### src/rtl/apb4_master_nslv.sv
// APB4 master bridging a simple request/response port onto NUM_SLAVES APB4 slaves.
// Each slave has its own PSEL line. The slave is picked from an address bit field.
// The access phase is bounded by a timeout.

package apb4_master_nslv_pkg;
    typedef enum logic [1:0] {
        IDLE   = 2'd0,
        SETUP  = 2'd1,
        ACCESS = 2'd2
    } state_e;
endpackage

module apb4_master_nslv
    import apb4_master_nslv_pkg::*;
#(
    parameter int unsigned ADDR_WIDTH = 32,
    parameter int unsigned DATA_WIDTH = 32,
    parameter int unsigned NUM_SLAVES = 4,
    parameter int unsigned SLV_LSB    = 12,
    parameter int unsigned TIMEOUT    = 16
) (
    input  logic                           PCLK,
    input  logic                           PRESETn,
    input  logic                           transfer,
    input  logic                           SWRITE,
    input  logic [ADDR_WIDTH-1:0]          SADDR,
    input  logic [DATA_WIDTH-1:0]          SWDATA,
    input  logic [DATA_WIDTH/8-1:0]        SSTRB,
    input  logic [2:0]                     SPROT,
    output logic                           sready,
    output logic [DATA_WIDTH-1:0]          SRDATA,
    output logic                           SDONE,
    output logic                           SERR,
    output logic [NUM_SLAVES-1:0]          PSEL,
    output logic                           PENABLE,
    output logic                           PWRITE,
    output logic [ADDR_WIDTH-1:0]          PADDR,
    output logic [DATA_WIDTH-1:0]          PWDATA,
    output logic [DATA_WIDTH/8-1:0]        PSTRB,
    output logic [2:0]                     PPROT,
    input  logic [NUM_SLAVES-1:0]          PREADY,
    input  logic [NUM_SLAVES-1:0]          PSLVERR,
    input  logic [NUM_SLAVES*DATA_WIDTH-1:0] PRDATA,
    output state_e                         cs
);

    localparam int unsigned STRB_W = DATA_WIDTH / 8;
    localparam int unsigned IDX_W  = (NUM_SLAVES > 1) ? $clog2(NUM_SLAVES) : 1;
    localparam int unsigned CNT_W  = $clog2(TIMEOUT + 1);

    logic [IDX_W-1:0]      raw_idx;
    logic [IDX_W-1:0]      dec_idx;
    logic                  bad_idx;
    logic [NUM_SLAVES-1:0] dec_onehot;
    logic                  accept;

    logic [IDX_W-1:0]      idx_q;
    logic [CNT_W-1:0]      wait_cnt;
    logic                  bad_pend;

    logic                  sel_ready;
    logic                  sel_err;
    logic [DATA_WIDTH-1:0] sel_rdata;

    // With a single slave there is no index field; everything goes to slave 0.
    assign raw_idx    = SADDR[SLV_LSB +: IDX_W];
    assign dec_idx    = (NUM_SLAVES > 1) ? raw_idx : '0;
    assign bad_idx    = (32'(dec_idx) >= NUM_SLAVES);
    assign dec_onehot = NUM_SLAVES'(1) << dec_idx;

    // A new request may be taken while idle or on the completing access cycle.
    assign sready = (cs == IDLE) || ((cs == ACCESS) && sel_ready);
    assign accept = transfer && sready;

    // Response mux of the slave latched for the current transfer; others are ignored.
    always_comb begin
        sel_ready = 1'b0;
        sel_err   = 1'b0;
        sel_rdata = '0;
        for (int unsigned i = 0; i < NUM_SLAVES; i++) begin
            if (idx_q == IDX_W'(i)) begin
                sel_ready = PREADY[i];
                sel_err   = PSLVERR[i];
                sel_rdata = PRDATA[i*DATA_WIDTH +: DATA_WIDTH];
            end
        end
    end

    // Transfer FSM with registered APB and response outputs.
    always_ff @(posedge PCLK or negedge PRESETn) begin
        if (!PRESETn) begin
            cs       <= IDLE;
            PSEL     <= '0;
            PENABLE  <= 1'b0;
            PWRITE   <= 1'b0;
            PADDR    <= '0;
            PWDATA   <= '0;
            PSTRB    <= '0;
            PPROT    <= '0;
            SRDATA   <= '0;
            SDONE    <= 1'b0;
            SERR     <= 1'b0;
            idx_q    <= '0;
            wait_cnt <= '0;
            bad_pend <= 1'b0;
        end else begin
            SDONE <= 1'b0;
            SERR  <= 1'b0;

            // Deferred error for a bad-index request taken on a completing cycle.
            if (bad_pend) begin
                SDONE    <= 1'b1;
                SERR     <= 1'b1;
                bad_pend <= 1'b0;
            end

            if ((cs == ACCESS) && sel_ready) begin
                SDONE <= 1'b1;
                SERR  <= sel_err;
                if (!PWRITE) begin
                    SRDATA <= sel_rdata;
                end
            end

            if (accept) begin
                PENABLE <= 1'b0;
                if (bad_idx) begin
                    cs   <= IDLE;
                    PSEL <= '0;
                    // The response slot may already hold a completion pulse; defer then.
                    if ((cs == ACCESS) || bad_pend) begin
                        bad_pend <= 1'b1;
                    end else begin
                        SDONE <= 1'b1;
                        SERR  <= 1'b1;
                    end
                end else begin
                    cs       <= SETUP;
                    PSEL     <= dec_onehot;
                    PWRITE   <= SWRITE;
                    PADDR    <= SADDR;
                    PWDATA   <= SWRITE ? SWDATA : '0;
                    PSTRB    <= SWRITE ? SSTRB : STRB_W'(0);
                    PPROT    <= SPROT;
                    idx_q    <= dec_idx;
                    wait_cnt <= '0;
                end
            end else begin
                case (cs)
                    SETUP: begin
                        cs      <= ACCESS;
                        PENABLE <= 1'b1;
                    end
                    ACCESS: begin
                        if (sel_ready) begin
                            cs      <= IDLE;
                            PSEL    <= '0;
                            PENABLE <= 1'b0;
                        end else if (wait_cnt == CNT_W'(TIMEOUT - 1)) begin
                            cs       <= IDLE;
                            PSEL     <= '0;
                            PENABLE  <= 1'b0;
                            SDONE    <= 1'b1;
                            SERR     <= 1'b1;
                            wait_cnt <= CNT_W'(TIMEOUT);
                        end else begin
                            wait_cnt <= CNT_W'(wait_cnt + 1'b1);
                        end
                    end
                    default: begin
                    end
                endcase
            end
        end
    end

endmodule

### config.mk
export PLATFORM = sky130hd
export DESIGN_NAME = apb4_master_nslv
export DESIGN_NICKNAME = d
export VERILOG_FILES = /design/src/rtl/apb4_master_nslv.sv
export SDC_FILE = /design/constraint.sdc
export NUM_CORES = 1
export LEC_CHECK = 0
export ABC_AREA = 1
export BUFFER_PORTS_ARGS = -buffer_cell sky130_fd_sc_hd__buf_2
export CELL_PAD_IN_SITES_DETAIL_PLACEMENT = 0
export CELL_PAD_IN_SITES_GLOBAL_PLACEMENT = 1
export CORE_ASPECT_RATIO = 1.2
export CORE_MARGIN = 1.5
export CORE_UTILIZATION = 30
export DETAILED_ROUTE_END_ITERATION = 7
export PLACE_DENSITY_LB_ADDON = 0.1
export REMOVE_ABC_BUFFERS = 1
export SETUP_SLACK_MARGIN = 0.5
export SLEW_MARGIN = 20
export SYNTH_ARGS = -nofsm -noshare
export SYNTH_HDL_FRONTEND = slang
export SYNTH_SLANG_ARGS = --single-unit
export TNS_END_PERCENT = 20
### constraint.sdc
create_clock -name PCLK -period 2.1 [get_ports PCLK]
set_input_delay 0.63 -clock PCLK [delete_from_list [all_inputs] [get_ports PCLK]]
set_output_delay 0.63 -clock PCLK [all_outputs]
set_load 0.05 [all_outputs]
==> metrics.txt, run 1 <==
outcome=complete, but fails checks; failing checks=design-rule violations, negative setup slack; drt initial violations=250; worst setup path start=PADDR[13]; I/O pin count=325; VDD IR-drop max=0.452 mV; Final WS setup=-0.0299 ns; Distinct cells, synth=26; Synth Area in XOR/XNOR=0.00160; post-synthesis mux area share=0; clock period minus worst slack=2.13 ns; Crit Path Class=flop to output port; f_max=470 MHz; Post-Synth Simple-Gate Area=0.329; synthesized cell area=around 0.0055 mm^2; Clock Tree Root=clkbuf_16; Worst Clk Skew=0.0151 ns; n_diodes=0; grt ovf=0; Yosys reg bits=117; WL per Instance=around 16 um; core area=between 0.015 and 0.02 mm^2; Synth Area in Adders=0.00458; GP Congestion=0.756; largest net degree at the start of global routing=52; Die Span Y=151 um; vias per cell=4.57; Seq. cell area=0.00293 mm^2; Clk pin slew, worst setup/hold paths=0.05 ns; Max Cap Viol=0; global-route wire length before repair=30.6 mm; TNS Setup=-0.0299 ns; CP Capture Type=output port; Lkg Pwr=approximately 4.9 nW; startpoint types=flop; combined area of the multi-input logic cells=0.00239 mm^2; power per cell area=660 mW/mm^2; die area=0.0190 mm^2; CTS tree=done; Max Slew Vio Count=0; origin of the critical flop-to-flop path=PADDR[13]; Ys Warns=0; Layout area overhead=69.4%; final WL=around 21 mm; Cell Rows=between 50 and 60; Vias=5872; share of post-route cells with drive strength above 1=0.408; Seq/Total Area, Yosys=0.536; final setup vio count=1; Clock Tree Buf Depth=2; Critical Path AT=around 1.5 ns; Critical Path RT=1.47 ns; initial antenna violation count=0; Non-Filler Instances=1284; Worst-Margin Slew=between 0.6 and 0.7 ns; PortBufs=324; total clock sinks=117; DRC viols=27; placed insts=1224; class of the worst hold path=primary input to async pin; Synth Area in Compound Gates=0.0761; Initial Util=0.309; CTS Buf Count=17; Fill cells=1761; Post-Synthesis Cells=around 700; Net count, final=1266; main combinational cell family by area after synthesis=simple AND/OR/NAND/NOR gates; DIE WIDTH=126 um; RSZ-0062 raised after global routing=true; Max H-tree Level=4; final period utilization=1.01; Worst Path Max Fanout=6; vias in the first global route=5701; Slew HR=0.582; total track usage=0.211; Tot Pwr=between 6 and 7 mW; DP HPWL=13.8 mm; post-synthesis average cell area=7.78 um^2; Final Hold Viols=0; clock latency on the worst-skew pair=0.41 ns; router iterations before antenna repair=7; CTS Hold Bufs=0; antenna viol nets, final=0
## cell type report
class,count,area share
well taps,220,0.0298
multi-input cells,529,0.259
clock buffers,19,0.0468
inverters,15,0.00785
clock inverters,11,0.0122
flip-flops and latches,117,0.317
repair buffers,373,0.327
## synthesized netlist by cell type, drive strengths merged
master  number  area [um^2]
dfrtp      117         2930
o21ai       71          355
clkinv       1         5.00
xor2         1         8.76
nand2      374         1420
o211ai       1         7.51
ha           2         25.0
o31ai        2         15.0
o311ai       1         8.76
nor2         8         32.5
a31oi        1         6.26
nand3       40          200
o21bai       1         7.51
buf         18          140
clkbuf      24         90.1
a21oi        3         15.0
nand4       22          138
nor3         1         5.00
inv         14         52.6
## what timing repair did
action	in CTS	in global routing
buffers inserted	8	13
gates cloned	4	5
pin swaps	7	8
gates resized for setup	268	42
setup endpoints to repair	225	228
## critical path, stage by stage, from the launching register on
cell,delay [ns]
dfrtp_2,0.46
inv_2,0.08
nand2_2,0.05
nand2_2,0.07
nand3_4,0.10
nand2_4,0.08
nand2_4,0.05
nand2_4,0.07
buf_8,0.14
## cells in the final DEF (no fill, tap or decap), types with 2 or more instances in the layout
| cell | instances |
|---|---|
| buf_4 | 26 |
| nor2_4 | 2 |
| dfrtp_1 | 113 |
| o21ai_0 | 50 |
| bufinv_16 | 2 |
| ha_1 | 2 |
| nand2_4 | 7 |
| nor2_1 | 6 |
| nand2_2 | 8 |
| bufbuf_16 | 2 |
| dfrtp_2 | 4 |
| buf_6 | 114 |
| nand2_1 | 358 |
| nand4_1 | 22 |
| inv_1 | 11 |
| buf_12 | 8 |
| clkbuf_16 | 20 |
| clkbuf_1 | 2 |
| buf_16 | 3 |
| clkinvlp_4 | 3 |
| buf_8 | 8 |
| nand2_8 | 2 |
| buf_2 | 209 |
| nand3_2 | 3 |
| a21oi_1 | 3 |
| nand3_1 | 36 |
| o21ai_1 | 21 |
| clkinv_2 | 7 |
## cells by family after synthesis
group / Yosys count
flops: 117
buf+inv: 57
compound gates: 80
xor+xnor: 1
simple gates: 445
fa+ha+maj: 2
## state kept, by name (all words and copies together), names as in the netlist
register	count
PADDR	32
PENABLE	1
PPROT	3
PSEL	4
PSTRB	4
PWDATA	32
PWRITE	1
SDONE	1
SERR	1
SRDATA	32
cs	1
wait_cnt	5
## worst paths after layout
check,cells after the start,endpoint,slack (ns)
hold reg to reg,2,SRDATA[13],0.50
setup / recovery,8,sready,-0.03
setup reg to reg,13,PWDATA[20],0.33
hold / removal,1,SRDATA[14],0.03
max in group asynchronous,2,cs[0],1.44
min in group PCLK,3,PADDR[16],0.40
## power breakdown
group	leakage [nW]	internal, mW	switching, mW
clock	0.264	1.71	1.01
sequential	1.56	2.32	0.0547
combinational	3.12	0.421	0.575
total	4.95	4.46	1.64
## metrics by stage
stage	setup slack [ns]	instance area, um^2	hold WS, ns	util
6_report	-0.0299	9250	0.0279	0.524
2_1_floorplan	-1.50	5230	0.334	-
5_1_grt	-0.113	9250	0.0139	0.524
3_3_place_gp	-0.0103	7340	0.451	0.416
4_1_cts	-0.103	8910	0.0184	0.505
3_5_place_dp	-0.0254	7340	0.453	0.416
## per-layer routing
| metal | GRT usage | share of wire | wire length, um |
|---|---|---|---|
| met2 | 0.355 | 0.49 | 10000 |
| met3 | 0.0752 | 0.10 | 2110 |
| met1 | 0.249 | 0.40 | 8120 |
| met4 | 0.0776 | 0.014 | 296 |
| met5 | 0 | 0 | 0 |
Power figures use the tool's default switching activity.
==> inputs of run 2 (changes only) <==
- CELL_PAD_IN_SITES_DETAIL_PLACEMENT: 0 -> not set
- CELL_PAD_IN_SITES_GLOBAL_PLACEMENT: 1 -> not set
- CORE_UTILIZATION: 30 -> 35
- PLACE_DENSITY: not set -> 0.67
- PLACE_DENSITY_LB_ADDON: 0.1 -> not set
==> run 2 against run 1 <==
- the run ends with negative setup slack left
- utilization rose by 16 points
- count of clock-buffer cells in the layout is the same
- register-to-register slack worse by 0.23 ns
- largest cell class unchanged
- combinational power rose by 19%
- routed wire length is 13% higher
- sequential power hardly changed
- non-clock buffer count rose by 8
- largest power group unchanged
- critical path depth unchanged
- global-route usage up 4.9 points
- setup slack worse by 0.058 ns
==> metrics.txt, run 2 (same netlist as run 1, synthesis figures left out) <==
Final Hold Viols=0; global-route wire length before repair=32.1 mm; Max H-tree Level=4; f_max=457 MHz; P_sw=1.87 mW; drt initial violations=324; I/O pin count=325; Critical Path RT=1.47 ns; Final WS setup=-0.0880 ns; Layout area overhead=90.5%; Max Cap Viol=0; CTS tree=done; failing checks=negative setup slack; Fill cells=1103; Worst Path Max Fanout=6; Clk pwr share=0.458; Net count, final=1277; total clock sinks=117; CTS Hold Bufs=0; most common cell after layout, fill and taps aside=nand2_1; die area=0.0164 mm^2; Top Layer Used=met4; initial antenna violation count=0; clock latency on the worst-skew pair=0.41 ns; Crit Path Class=flop to output port; GP Congestion=0.802; reg2reg end=SRDATA[29]; final WL=23.1 mm; sw frac=0.282; VDD IR-drop max=0.485 mV; flop-to-flop setup slack=0.10 ns; origin of the critical flop-to-flop path=PADDR[12]; Critical Path AT=1.56 ns; M1 WL=8.71 mm; Routed met2 length=about 12 mm; Slew HR=0.604; PortBufs=324; router iterations before antenna repair=4; Worst Reg-to-Reg Cells=14; Logic pwr share=0.179; DP HPWL=13.5 mm; part of the power in registers=0.363; grt ovf=0; core area=0.0151 mm^2; final setup vio count=1; Cell Rows=49; final period utilization=1.04; Initial Util=0.360; cell internal pwr=4.74 mW; Clock Tree Buf Depth=2; Placed Area=0.00733 mm^2; outcome=complete, but fails checks; Worst Clk Skew=a little under 0.01 ns; WL per Instance=18.1 um; most frequent cells in the layout=261 x nand2_1, 210 x buf_2, 120 x buf_6; Clock Tree Root=clkbuf_16; n_diodes=0; CP Capture Type=output port; power per cell area=approximately 640 mW/mm^2; vias in the first global route=6346; Tot Pwr=approximately 6.6 mW; Vias=6466; largest registers=PADDR x32, PWDATA x32, SRDATA x32; CTS Buf Count=17; placed insts=approximately 1200; RSZ-0062 raised after global routing=true; clock period minus worst slack=2.19 ns; WHS=0.110 ns; Max Slew Vio Count=0; share of post-route cells with drive strength above 1=0.559; Lkg Pwr=5.37 nW; class of the worst hold path=primary input to async pin; Clk pin slew, worst setup/hold paths=0.06 ns; utilization after layout=0.687; Finished Cell Area=0.0104 mm^2; vias per cell=roughly 5; Worst-Margin Slew=0.590 ns; antenna viol nets, final=0; DRC viols=0; Die Span Y=140 um; total track usage=0.260; metal3 WL=just under 2 mm; DIE WIDTH=between 100 and 150 um; largest net degree at the start of global routing=43; Non-Filler Instances=1281; startpoint types=flop
run 2: timing repair:
item	4_1_cts	5_1_grt
buffers inserted	19	4
pin swaps	161	164
resized for setup	449	139
endpoints found under the hold margin	0	0
cloned	15	4
endpoints found under the setup margin	226	228
run 2: worst max-delay path by stage:
stage / startpoint / to / slack (ns) / cells past startpoint
floorplan: PADDR[12] / PSEL[0] / -1.50 / 10
global placement: PREADY[2] / sready / -0.15 / 8
detailed placement: PREADY[2] / sready / -0.16 / 8
CTS: PADDR[13] / sready / -0.09 / 8
global route: PADDR[13] / sready / -0.15 / 7
finish: PADDR[13] / sready / -0.09 / 8
run 2: critical path: stages (launching register included):
cell and delay [ns]:
dfrtp_2 0.47, inv_2 0.08, nand2_2 0.05, nand2_2 0.08, nand3_4 0.11, nand2_4 0.10
nand2_4 0.05, nand2_4 0.07, buf_8 0.14
run 2: layer usage:
| metal | up-vias | GRT usage |
|---|---|---|
| met3 | 48 | 0.0793 |
| met1 | 3100 | 0.290 |
| met4 | 0 | 0.0919 |
| li1 | 2999 | - |
| met2 | 319 | 0.462 |
| met5 | - | 0 |
run 2: final cells by class:
cell class                 count  area, um^2  area share
timing repair inverter         2        15.0     0.00144
clock buffer                  19         443      0.0426
clock inverter                13         173      0.0166
tap                          204         255      0.0245
inverter                      15        73.8     0.00710
sequential                   117        2930       0.282
timing repair buffer         381        3310       0.319
multi-input combinational    530        3200       0.307
run 2: per-stage QoR:
| stage | TNS, ns | worst slack [ns] |
|---|---|---|
| after floorplan | -141.40 | -1.50 |
| after global routing | -0.147 | -0.147 |
| after global placement | -0.152 | -0.152 |
| after CTS | -0.0925 | -0.0925 |
| final | -0.0880 | -0.0880 |
| after detailed placement | -0.189 | -0.158 |
run 2: power by group through the flow:
stage / sequential, mW / combinational [mW] / clock, mW
5_1_grt: 2.40 / 1.26 / 3.17
3_3_place_gp: 2.40 / 0.837 / 0
6_report: 2.40 / 1.19 / 3.02
2_1_floorplan: 2.63 / 0.182 / 0
3_5_place_dp: 2.40 / 0.844 / 0
4_1_cts: 2.38 / 1.09 / 3.06
